<file path="src/rtl/fetch_queue_if.sv">
// Shared RISC-V types plus the fetch->decode queue interface.
// Latency: n/a (type and wire bundle only).
// Backpressure: carries in_ready toward fetch and out_ready from decode.
//
// Signals: flush, in_valid/in_ready/in_pc/in_instr/in_pc_plus4/in_pred_taken/
// in_pred_target from fetch; out_valid/out_ready/out_entry/out_pred_taken/
// out_pred_target toward decode; count/full/empty status.
package riscv_pkg;
    localparam int XLEN = 32;

    typedef struct packed {
        logic [XLEN-1:0] pc;
        logic [XLEN-1:0] instruction;
        logic [XLEN-1:0] pc_plus4;
        logic            valid_if_id;
    } if_id_reg_t;
endpackage

interface fetch_queue_if #(
    parameter int XLEN  = riscv_pkg::XLEN,
    parameter int DEPTH = 4
);
    import riscv_pkg::*;
    localparam int CNT_W = $clog2(DEPTH) + 1;

    logic             flush;
    logic             in_valid;
    logic             in_ready;
    logic [XLEN-1:0]  in_pc;
    logic [XLEN-1:0]  in_instr;
    logic [XLEN-1:0]  in_pc_plus4;
    logic             in_pred_taken;
    logic [XLEN-1:0]  in_pred_target;
    logic             out_valid;
    logic             out_ready;
    if_id_reg_t       out_entry;
    logic             out_pred_taken;
    logic [XLEN-1:0]  out_pred_target;
    logic [CNT_W-1:0] count;
    logic             full;
    logic             empty;

    // Environment side: fetch, decode and the EX redirect.
    modport master (
        output flush, in_valid, in_pc, in_instr, in_pc_plus4, in_pred_taken,
               in_pred_target, out_ready,
        input  in_ready, out_valid, out_entry, out_pred_taken, out_pred_target,
               count, full, empty
    );

    // Queue side.
    modport slave (
        input  flush, in_valid, in_pc, in_instr, in_pc_plus4, in_pred_taken,
               in_pred_target, out_ready,
        output in_ready, out_valid, out_entry, out_pred_taken, out_pred_target,
               count, full, empty
    );
endinterface

</file>
<file path="src/rtl/fetch_queue.sv">
// Fetch->decode instruction queue: DEPTH-entry circular buffer, flushable.
// Latency: a pushed bundle is visible at the head one cycle later (no bypass).
// Backpressure: in_ready = ~full from registered state only; no out_ready->in_ready path.
//
// Ports: clk (rising edge), reset (async active-low), fq (fetch_queue_if.slave)
// carrying the fetch push handshake, decode pop handshake, flush and status.
module fetch_queue #(
    parameter int XLEN  = riscv_pkg::XLEN,
    parameter int DEPTH = 4
) (
    input logic         clk,
    input logic         reset,
    fetch_queue_if.slave fq
);
    import riscv_pkg::*;

    localparam int PTR_W = $clog2(DEPTH);
    localparam int CNT_W = PTR_W + 1;

    logic [XLEN-1:0]  r_pc       [DEPTH];
    logic [XLEN-1:0]  r_instr    [DEPTH];
    logic [XLEN-1:0]  r_pc_plus4 [DEPTH];
    logic             r_ptaken   [DEPTH];
    logic [XLEN-1:0]  r_ptarget  [DEPTH];

    logic [PTR_W-1:0] r_rd_ptr;
    logic [PTR_W-1:0] r_wr_ptr;
    logic [CNT_W-1:0] r_count;

    logic             w_full;
    logic             w_empty;
    logic             w_push;
    logic             w_pop;
    logic [PTR_W-1:0] w_ptr_diff;
    if_id_reg_t       w_entry;
    logic             w_pred_taken;
    logic [XLEN-1:0]  w_pred_target;

    assign w_full     = (r_count == CNT_W'(DEPTH));
    assign w_empty    = (r_count == '0);
    // A full queue refuses a push even when the head pops this same cycle.
    assign w_push     = fq.in_valid & ~w_full & ~fq.flush;
    assign w_pop      = ~w_empty & fq.out_ready & ~fq.flush;
    assign w_ptr_diff = r_wr_ptr - r_rd_ptr;

    // Pointers and occupancy. Power-of-two DEPTH lets the pointers wrap for free.
    always_ff @(posedge clk or negedge reset) begin
        if (!reset) begin
            r_rd_ptr <= '0;
            r_wr_ptr <= '0;
            r_count  <= '0;
        end else if (fq.flush) begin
            r_rd_ptr <= '0;
            r_wr_ptr <= '0;
            r_count  <= '0;
        end else begin
            if (w_push) r_wr_ptr <= r_wr_ptr + 1'b1;
            if (w_pop)  r_rd_ptr <= r_rd_ptr + 1'b1;
            case ({w_push, w_pop})
                2'b10:   r_count <= r_count + 1'b1;
                2'b01:   r_count <= r_count - 1'b1;
                default: r_count <= r_count;
            endcase
        end
    end

    // Entry storage needs no reset: the head is gated whenever the queue is empty.
    always_ff @(posedge clk) begin
        if (w_push) begin
            r_pc[r_wr_ptr]       <= fq.in_pc;
            r_instr[r_wr_ptr]    <= fq.in_instr;
            r_pc_plus4[r_wr_ptr] <= fq.in_pc_plus4;
            r_ptaken[r_wr_ptr]   <= fq.in_pred_taken;
            r_ptarget[r_wr_ptr]  <= fq.in_pred_target;
        end
    end

    // Head read-out, forced to zero while empty (which also covers reset).
    always_comb begin
        w_entry       = '0;
        w_pred_taken  = 1'b0;
        w_pred_target = '0;
        if (!w_empty) begin
            w_entry.pc          = r_pc[r_rd_ptr];
            w_entry.instruction = r_instr[r_rd_ptr];
            w_entry.pc_plus4    = r_pc_plus4[r_rd_ptr];
            w_entry.valid_if_id = 1'b1;
            w_pred_taken        = r_ptaken[r_rd_ptr];
            w_pred_target       = r_ptarget[r_rd_ptr];
        end
    end

    assign fq.in_ready        = ~w_full;
    assign fq.out_valid       = ~w_empty;
    assign fq.out_entry       = w_entry;
    assign fq.out_pred_taken  = w_pred_taken;
    assign fq.out_pred_target = w_pred_target;
    assign fq.count           = r_count;
    assign fq.full            = w_full;
    assign fq.empty           = w_empty;

    a_count_max: assert property (@(posedge clk) disable iff (!reset)
        r_count <= CNT_W'(DEPTH));
    a_full_empty: assert property (@(posedge clk) disable iff (!reset)
        !(w_full && w_empty));
    // When full the pointers coincide, so the difference reads 0, not DEPTH.
    a_count_ptr: assert property (@(posedge clk) disable iff (!reset)
        w_full || (r_count == CNT_W'(w_ptr_diff)));
endmodule

</file>
<file path="src/flat_wrapper.sv">
// flat-port wrapper written by rule: the top's interface ports become plain ports
module fetch_queue_flat import riscv_pkg::*;
#(
    parameter int XLEN  = riscv_pkg::XLEN,
    parameter int DEPTH = 4
)
  (clk, reset, fq_flush, fq_in_valid, fq_in_pc, fq_in_instr, fq_in_pc_plus4, fq_in_pred_taken, fq_in_pred_target, fq_out_ready, fq_in_ready, fq_out_valid, fq_out_entry, fq_out_pred_taken, fq_out_pred_target, fq_count, fq_full, fq_empty);
  fetch_queue_if #(.XLEN(XLEN), .DEPTH(DEPTH)) fq_i ();
  input logic clk;
  input logic reset;
  input wire logic [$bits(fq_i.flush)-1:0] fq_flush;
  input wire logic [$bits(fq_i.in_valid)-1:0] fq_in_valid;
  input wire logic [$bits(fq_i.in_pc)-1:0] fq_in_pc;
  input wire logic [$bits(fq_i.in_instr)-1:0] fq_in_instr;
  input wire logic [$bits(fq_i.in_pc_plus4)-1:0] fq_in_pc_plus4;
  input wire logic [$bits(fq_i.in_pred_taken)-1:0] fq_in_pred_taken;
  input wire logic [$bits(fq_i.in_pred_target)-1:0] fq_in_pred_target;
  input wire logic [$bits(fq_i.out_ready)-1:0] fq_out_ready;
  output wire logic [$bits(fq_i.in_ready)-1:0] fq_in_ready;
  output wire logic [$bits(fq_i.out_valid)-1:0] fq_out_valid;
  output wire logic [$bits(fq_i.out_entry)-1:0] fq_out_entry;
  output wire logic [$bits(fq_i.out_pred_taken)-1:0] fq_out_pred_taken;
  output wire logic [$bits(fq_i.out_pred_target)-1:0] fq_out_pred_target;
  output wire logic [$bits(fq_i.count)-1:0] fq_count;
  output wire logic [$bits(fq_i.full)-1:0] fq_full;
  output wire logic [$bits(fq_i.empty)-1:0] fq_empty;
  assign fq_i.flush = fq_flush;
  assign fq_i.in_valid = fq_in_valid;
  assign fq_i.in_pc = fq_in_pc;
  assign fq_i.in_instr = fq_in_instr;
  assign fq_i.in_pc_plus4 = fq_in_pc_plus4;
  assign fq_i.in_pred_taken = fq_in_pred_taken;
  assign fq_i.in_pred_target = fq_in_pred_target;
  assign fq_i.out_ready = fq_out_ready;
  assign fq_in_ready = fq_i.in_ready;
  assign fq_out_valid = fq_i.out_valid;
  assign fq_out_entry = fq_i.out_entry;
  assign fq_out_pred_taken = fq_i.out_pred_taken;
  assign fq_out_pred_target = fq_i.out_pred_target;
  assign fq_count = fq_i.count;
  assign fq_full = fq_i.full;
  assign fq_empty = fq_i.empty;
  fetch_queue #(.XLEN(XLEN), .DEPTH(DEPTH)) u_core (.clk(clk), .reset(reset), .fq(fq_i));
endmodule
</file>
<file path="config.mk">
export PLATFORM = sky130hd
export DESIGN_NAME = fetch_queue_flat
export DESIGN_NICKNAME = d
export VERILOG_FILES = /design/src/rtl/fetch_queue_if.sv /design/src/rtl/fetch_queue.sv /design/src/flat_wrapper.sv
export SDC_FILE = /design/constraint.sdc
export NUM_CORES = 1
export LEC_CHECK = 0
export CAP_MARGIN = 20
export CORE_ASPECT_RATIO = 1.4
export CORE_MARGIN = 3
export CORE_UTILIZATION = 30
export CTS_CLUSTER_DIAMETER = 120
export DETAILED_ROUTE_END_ITERATION = 6
export MAX_ROUTING_LAYER = met4
export PLACE_DENSITY = 0.57
export SLEW_MARGIN = 25
export SYNTH_ARGS = -nofsm -noshare
export SYNTH_HDL_FRONTEND = slang
export SYNTH_SLANG_ARGS = --single-unit
</file>
<file path="constraint.sdc">
create_clock -name clk -period 10.9 [get_ports clk]
set_clock_uncertainty 0.1 [all_clocks]
set_input_delay 2.18 -clock clk [delete_from_list [all_inputs] [get_ports clk]]
set_output_delay 2.18 -clock clk [all_outputs]
set_load 0.02 [all_outputs]
</file>
==> flow_summary.yaml <==
timing:
  finalSetupViolations: 0
  worstMarginPinSlew_ns: 0.982
  report.final.hold_viol_count: 0
  fin_tns_setup_ns: 0
  final_max_slew_viol_count: 0
  rsz0062_at_grt: "false"
  timing.max_slew.rel_slack_pct: 34.5
  final.min_clock_period_ns: 6.45
  max_freq_mhz: 155
  hold-worst-slack_ns: 0.506
  final_min_period_over_clock_period_pct: 59.2
worst_setup_path:
  critical_path_arrival_ns: 4.17
  worstPathRequired_ns: 8.62
  worst-path-max-fanout: 55
  crit_path_start_kind: "register"
  timing.setup.critical_path_class: "reg -> out"
  critPathCaptureType: "output pin"
global_routing:
  gr-total-overflow: 0
  grt_usage_pct: 13.0
  grt_antenna_before_repair: 6
  grt_pass1_wl_um: 66700
  grt_max_degree: 97
  grt_pass1_vias: 10600
synth:
  syn-num-nets: 1026
  post-synth-top-count-cell: "sky130_fd_sc_hd__edfxtp_1"
  ys_dominant_reg_cell: "sky130_fd_sc_hd__edfxtp_1"
  post_synth_instance_area_sq_um: 20100
  yosys_warnings: 0
  yosysTopAreaCellShare_pct: 77.3
  yosys.area.top_type: "sky130_fd_sc_hd__edfxtp_1"
  register_bit_count_reported_by_yosys: 523
  synth_sequential_area_ratio_pct: 78.1
  syn-instance-count: 887
  synth.top_cells.by_area: "sky130_fd_sc_hd__edfxtp_1, sky130_fd_sc_hd__mux4_2, sky130_fd_sc_hd__and2_1"
  async_flop_share_pct: 1.34
  synth-edff-count: 516
  synth_common_cells: "sky130_fd_sc_hd__edfxtp_1, sky130_fd_sc_hd__and2_1, sky130_fd_sc_hd__mux4_2, sky130_fd_sc_hd__buf_2, sky130_fd_sc_hd__clkbuf_1"
  synth.avg_cell_area_sq_um: 22.6
  synth.lib_cells_used.distinct: 31
die:
  rows: 111
  floorplan.core_area_sq_um: 65800
  dieHeight_um: 312
  die_x_um: 225
  ios: 271
  die_footprint_sq_um: 70000
  start_util_pct: 30.5
cts:
  cts_root_buffer: "sky130_fd_sc_hd__clkbuf_16"
  clockBufferDepth: 3
  cts_made_buffers: 52
  clkSlewWorstSetupHoldPaths_ns: 0.06
  cts_htree_levels: 2
  post-cts-setup-buffers: 0
  cts_resized: 0
  tritoncts: "done"
  total_of_hold_buffers_inserted_after_clock_tree_synthesis: 0
  clock-sinks: 523
  clock_latency_ns: 0.58
place:
  placed_cells: 1966
  gp_congestion: 0.678
  buffer_ports.inserted: 270
  hpwl_um: 25700
power:
  maximum_vdd_drop_v: 0.000131
  leakage_nw: 7.84
  cellPowerDensity_nw_per_um2: 191
final_layout:
  fill_cells: 5997
  stdcell_count: 2063
  num-nets-final: 1312
  layout-drive-gt1-share_pct: 18.2
  syn2layout_area_growth_pct: 26.2
run:
  maxCapViolCount: 0
routing:
  drt_first_iter_violations: 557
  route.vias.total: 9611
  route.detailed.drc: 0
  route.final.wire_length_um: 44700
  detail-route-antenna-nets: 0
  post_drt_via_cell_ratio: 4.66
  routedWlPerCell_um: 21.6
  firstDrtPassIters: 5
hold_path:
  holdCritPathClass: "reg -> reg"
run_status:
  outcome: "completed"
## routing by layer
layer / track usage [%] / wire length, um / vias up
li1: - / - / 4204
met1: 15.4 / 18200 / 5073
met2: 22.3 / 23100 / 274
met3: 2.81 / 2380 / 60
met4: 4.18 / 1080 / 0
met5: - / 0 / -
## worst paths after layout
| path | startpoint | to | slack, ns | depth (start not counted) |
|---|---|---|---|---|
| worst max-delay path | u_core.r_rd_ptr[1] | fq_out_entry[12] | 4.45 | 5 |
| worst min-delay path | u_core.r_wr_ptr[1] | u_core.r_wr_ptr[1] | 0.51 | 2 |
| worst max register to register | u_core.fq.count[0] | u_core.r_pc[1][10] | 7.65 | 5 |
| worst min register to register | u_core.r_wr_ptr[1] | u_core.r_wr_ptr[1] | 0.51 | 2 |
| max in group asynchronous | reset | u_core.r_rd_ptr[0] | 8.62 | 1 |
| min in group asynchronous | reset | u_core.r_rd_ptr[1] | 1.78 | 1 |
## layout by cell type, fill, tap and decap left out
cell type                         synthesis  layout
sky130_fd_sc_hd__o21ai_0                  4       4
sky130_fd_sc_hd__buf_12                   0       1
sky130_fd_sc_hd__a22o_1                   1       1
sky130_fd_sc_hd__mux4_2                 129     129
sky130_fd_sc_hd__a311oi_1                 1       1
sky130_fd_sc_hd__clkinv_2                 0       8
sky130_fd_sc_hd__inv_1                    6       6
sky130_fd_sc_hd__nor3b_1                  1       1
sky130_fd_sc_hd__fa_1                     1       1
sky130_fd_sc_hd__nand3b_1                 3       3
sky130_fd_sc_hd__and2_4                   0       4
sky130_fd_sc_hd__a21oi_1                  5       5
sky130_fd_sc_hd__and2_1                 133     129
sky130_fd_sc_hd__clkdlybuf4s50_1          0     270
sky130_fd_sc_hd__a2111oi_0                3       3
sky130_fd_sc_hd__bufinv_16                0       6
sky130_fd_sc_hd__or3b_2                   2       2
sky130_fd_sc_hd__clkbuf_16                0      53
sky130_fd_sc_hd__o21bai_1                 1       1
sky130_fd_sc_hd__or3_4                    0       1
sky130_fd_sc_hd__nor2_1                   6       6
sky130_fd_sc_hd__nor4b_1                  1       1
sky130_fd_sc_hd__clkbuf_1                16      12
sky130_fd_sc_hd__edfxtp_1               516     516
sky130_fd_sc_hd__o31ai_1                  1       1
sky130_fd_sc_hd__xor2_1                   2       2
sky130_fd_sc_hd__clkinv_1                 0      10
sky130_fd_sc_hd__buf_4                    1      11
sky130_fd_sc_hd__dfrtp_1                  7       5
sky130_fd_sc_hd__ha_1                     4       4
sky130_fd_sc_hd__nand2b_1                 1       1
sky130_fd_sc_hd__diode_2                  0       5
sky130_fd_sc_hd__dfrtp_4                  0       2
sky130_fd_sc_hd__inv_6                    0       3
sky130_fd_sc_hd__o311ai_0                 1       1
sky130_fd_sc_hd__nor3_1                   2       2
sky130_fd_sc_hd__nand3_1                  3       3
sky130_fd_sc_hd__xnor2_1                  2       2
## layout make-up
class	instances	area [sq um]	area share [%]
repair buffers	282	2810	11.1
clock inverters	27	284	1.12
inverters	6	22.5	0.0890
flip-flops and latches	523	15700	61.9
clock buffers	65	1370	5.42
multi-input cells	308	4090	16.1
well taps	847	1060	4.19
diodes	5	12.5	0.0494
## stage by stage
stage	utilization [%]	total power (W)	worst slack, ns	instance area, sq um
finish	38.5	0.00482	4.45	25300
global route	38.5	0.00503	4.24	25300
CTS	38.4	0.00492	4.30	25300
detailed placement	35.9	0.00313	4.97	23700
global placement	35.9	0.00312	4.98	23700
floorplan	-	0.00278	4.58	20100
## cell families (layout without fill, tap and decap cells)
logic type / count (synthesis) / in the layout / synth area share (%)
multiplexers: 129 / 129 / 14.5
adder cells (fa/ha/maj): 5 / 5 / 0.349
XOR/XNOR: 4 / 4 / 0.175
buffers and inverters: 56 / 380 / 1.57
AO/OA/AOI/OAI: 17 / 17 / 0.562
AND/OR/NAND/NOR: 153 / 153 / 4.73
other: 0 / 5 / 0
flip-flops: 523 / 523 / 78.1
## report_power, final
group,internal (W),total [W],leakage [nW],switching (W)
Clock,0.00103,0.00176,0.813,0.000732
Sequential,0.00227,0.00230,4.77,0.0000329
Combinational,0.000380,0.000758,2.26,0.000378
Total,0.00368,0.00482,7.84,0.00114
## critical path, stage by stage (launching register included)
cell and delay, ns:
sky130_fd_sc_hd__dfrtp_4 0.80, sky130_fd_sc_hd__buf_4 0.68, sky130_fd_sc_hd__buf_4 0.83, sky130_fd_sc_hd__mux4_2 0.44
sky130_fd_sc_hd__and2_1 0.17, sky130_fd_sc_hd__clkdlybuf4s50_1 0.56
## state kept, by name, summed over array words and instances, names as in the netlist
signal / cells
u_core.r_pc: 128
u_core.r_pc_plus4: 128
u_core.r_ptarget: 128
u_core.r_wr_ptr: 2
u_core.r_instr: 128
u_core.r_rd_ptr: 2
u_core.fq.count: 3
u_core.r_ptaken: 4
Note: power is estimated with default switching activity, not from simulation.
==> patch, RTL diff (same flow settings) <==
Set the package constant `XLEN` to 64 (it was 32).
--- a/src/rtl/fetch_queue_if.sv
+++ b/src/rtl/fetch_queue_if.sv
@@ -8,3 +8,3 @@
 package riscv_pkg;
-    localparam int XLEN = 32;
+    localparam int XLEN = 64;
 
Ports: changed (6 resized); port bits go from 271 to 527. No check against the original RTL was run, so the function may have changed too.
==> patch against the unedited design <==
Sequential share of layout area increased by 0.39 points; global-route usage grew 1.0 points; design area is 97% higher; sequential power up 97%; critical path depth unchanged; wire length increased by 110%; sequential cell count grew 512; fmax is 2.1% lower; first-iteration DRC count increased to 2.6 times the old value; worst setup slack lost 0.14 ns; die area up 94%; total power up 95%; area after synthesis up 97%; synthesized cell count grew 92%; highest routed layer unchanged.
==> patch: results (changes against the unedited design) <==
Run status
  • Status: complete, no violations (unchanged)

Worst setup path
  • Arr. time, crit path: 4.31 ns (was 4.17 ns)
  • Slowest stage cell on the critical path: clkdlybuf4s50_1 (was buf_4)
  • Slowest cell delay on critical path: 0.81 ns (was 0.83 ns)
  • FF-to-FF setup slack: 6.82 ns (was 7.65 ns)
  • Largest fanout on the critical path: 74 (was 55)

Placed design
  • Post-DP HPWL: 56.84 mm (was 25.73 mm)
  • Port bufs: 526 (was 270)

Power and ir drop
  • Static leakage: 15.29 nW (was 7.843 nW)
  • Maximum vdd drop: 136.7 µV (was 130.6 µV)

Synth
  • Post-synth top cells: edfxtp_1 (1028), and2_1 (261), mux4_2 (257) (was edfxtp_1 (516), and2_1 (133), mux4_2 (129))
  • Seq/Total Area, Yosys: 78.71% (was 78.13%)
  • FFs w/ async S/R, synth: 0.6763% (was 1.338%)
  • Syn nets: 1966 (was 1026)
  • Netlist cell types: 30 (was 31)
  • Number of flops mapped to enable cells by yosys: 1028 (was 516)

Global routing
  • Tot GR Track Use: 14.05% (was 13.04%)
  • Vias in the first global route: 20610 (was 10640)
  • Largest net degree at the start of global routing: 114 (was 97)
  • Initial antenna violation count: 29 (was 6)
  • Global-route wire length before repair: 138.4 mm (was 66.69 mm)

CTS
  • Worst skew pair latency: 0.71 ns (was 0.58 ns)
  • Num CTS Buffers: 103 (was 52)
  • H-tree depth: 3 (was 2)

Drt
  • Initial drt markers: 1447 (was 557)

Timing
  • Worst-Margin Slew: 1.033 ns (was 0.9822 ns)
  • Final hold slack: 0.5287 ns (was 0.5062 ns)

Layout
  • Layout cell share with drive strength beyond 1: 18.53% (was 18.17%)
-- patch: cells by family (layout without fill, tap and decap cells) --
group	Yosys count	after routing	share of synthesized area, %
other	0	27	0
DFF	1035	1035	78.71
xor gates and xnor gates	4	4	0.08883
AOI/OAI and AO/OA	17	17	0.2855
muxes	257	257	14.67
adders and majority gates	5	5	0.1776
buffers and inverters	100	743	1.621
and+or+nand+nor	281	281	4.447
-- patch: worst reg2reg max path: cells and delay by family (launching register included) --
family / cells / cell delay, ns
AND/OR/NAND/NOR: 3 / 1.17
flip-flops: 1 / 0.65
buffers and inverters: 4 / 1.79
-- patch: path summary, 6_finish.rpt --
kind                       depth (start not counted)                             end                      startpoint
setup reg to reg                                   7    u_core.r_pc[2][46]$_DFFE_PP_  u_core.fq.count[0]$_DFFE_PN0P_
max in group asynchronous                          1  u_core.r_rd_ptr[0]$_DFFE_PN0P_                           reset
setup / recovery                                   5                fq_out_entry[27]  u_core.fq.count[0]$_DFFE_PN0P_
min in group asynchronous                          1  u_core.r_wr_ptr[0]$_DFFE_PN0P_                           reset
hold / removal                                     2  u_core.r_wr_ptr[0]$_DFFE_PN0P_  u_core.r_wr_ptr[0]$_DFFE_PN0P_
hold reg to reg                                    2  u_core.r_wr_ptr[0]$_DFFE_PN0P_  u_core.r_wr_ptr[0]$_DFFE_PN0P_
-- patch: final cells by class --
class | instances | area [µm²]
flip-flops and latches | 1035 | 31050
repair buffers | 552 | 5588
fillers | 11670 | 79960
clock inverters | 51 | 449.2
diodes | 27 | 67.56
well taps | 1738 | 2175
inverters | 6 | 22.52
clock buffers | 134 | 2715
multi-input cells | 564 | 7770
-- patch: where the power goes --
group	switching [mW]	leakage [nW]	internal [mW]
Clock	1.47	1.53	1.88
Sequential	0.0368	9.42	4.50
Combinational	0.797	4.34	0.746
-- patch: layer usage --
metal,vias to the layer above,GRT usage (%),part of all wire [%]
li1,8145,-,-
met1,9821,15.99,39
met2,535,23.14,51
met3,155,3.772,6.4
met4,0,6.458,3.5
met5,-,-,0
-- patch: through the flow --
| stage | instance area [µm²] | power (mW) | cells | util, % | setup slack [ns] |
|---|---|---|---|---|---|
| after floorplan | 39440 | 5.506 | 1699 | - | 1.559 |
| after global placement | 46530 | 6.177 | 3892 | 35.85 | 4.716 |
| after detailed placement | 46580 | 6.200 | 3894 | 35.89 | 4.619 |
| after CTS | 49740 | 9.603 | 4079 | 38.32 | 4.113 |
| after global routing | 49840 | 9.820 | 4107 | 38.40 | 3.995 |
| final | 49840 | 9.422 | 4107 | 38.40 | 4.312 |
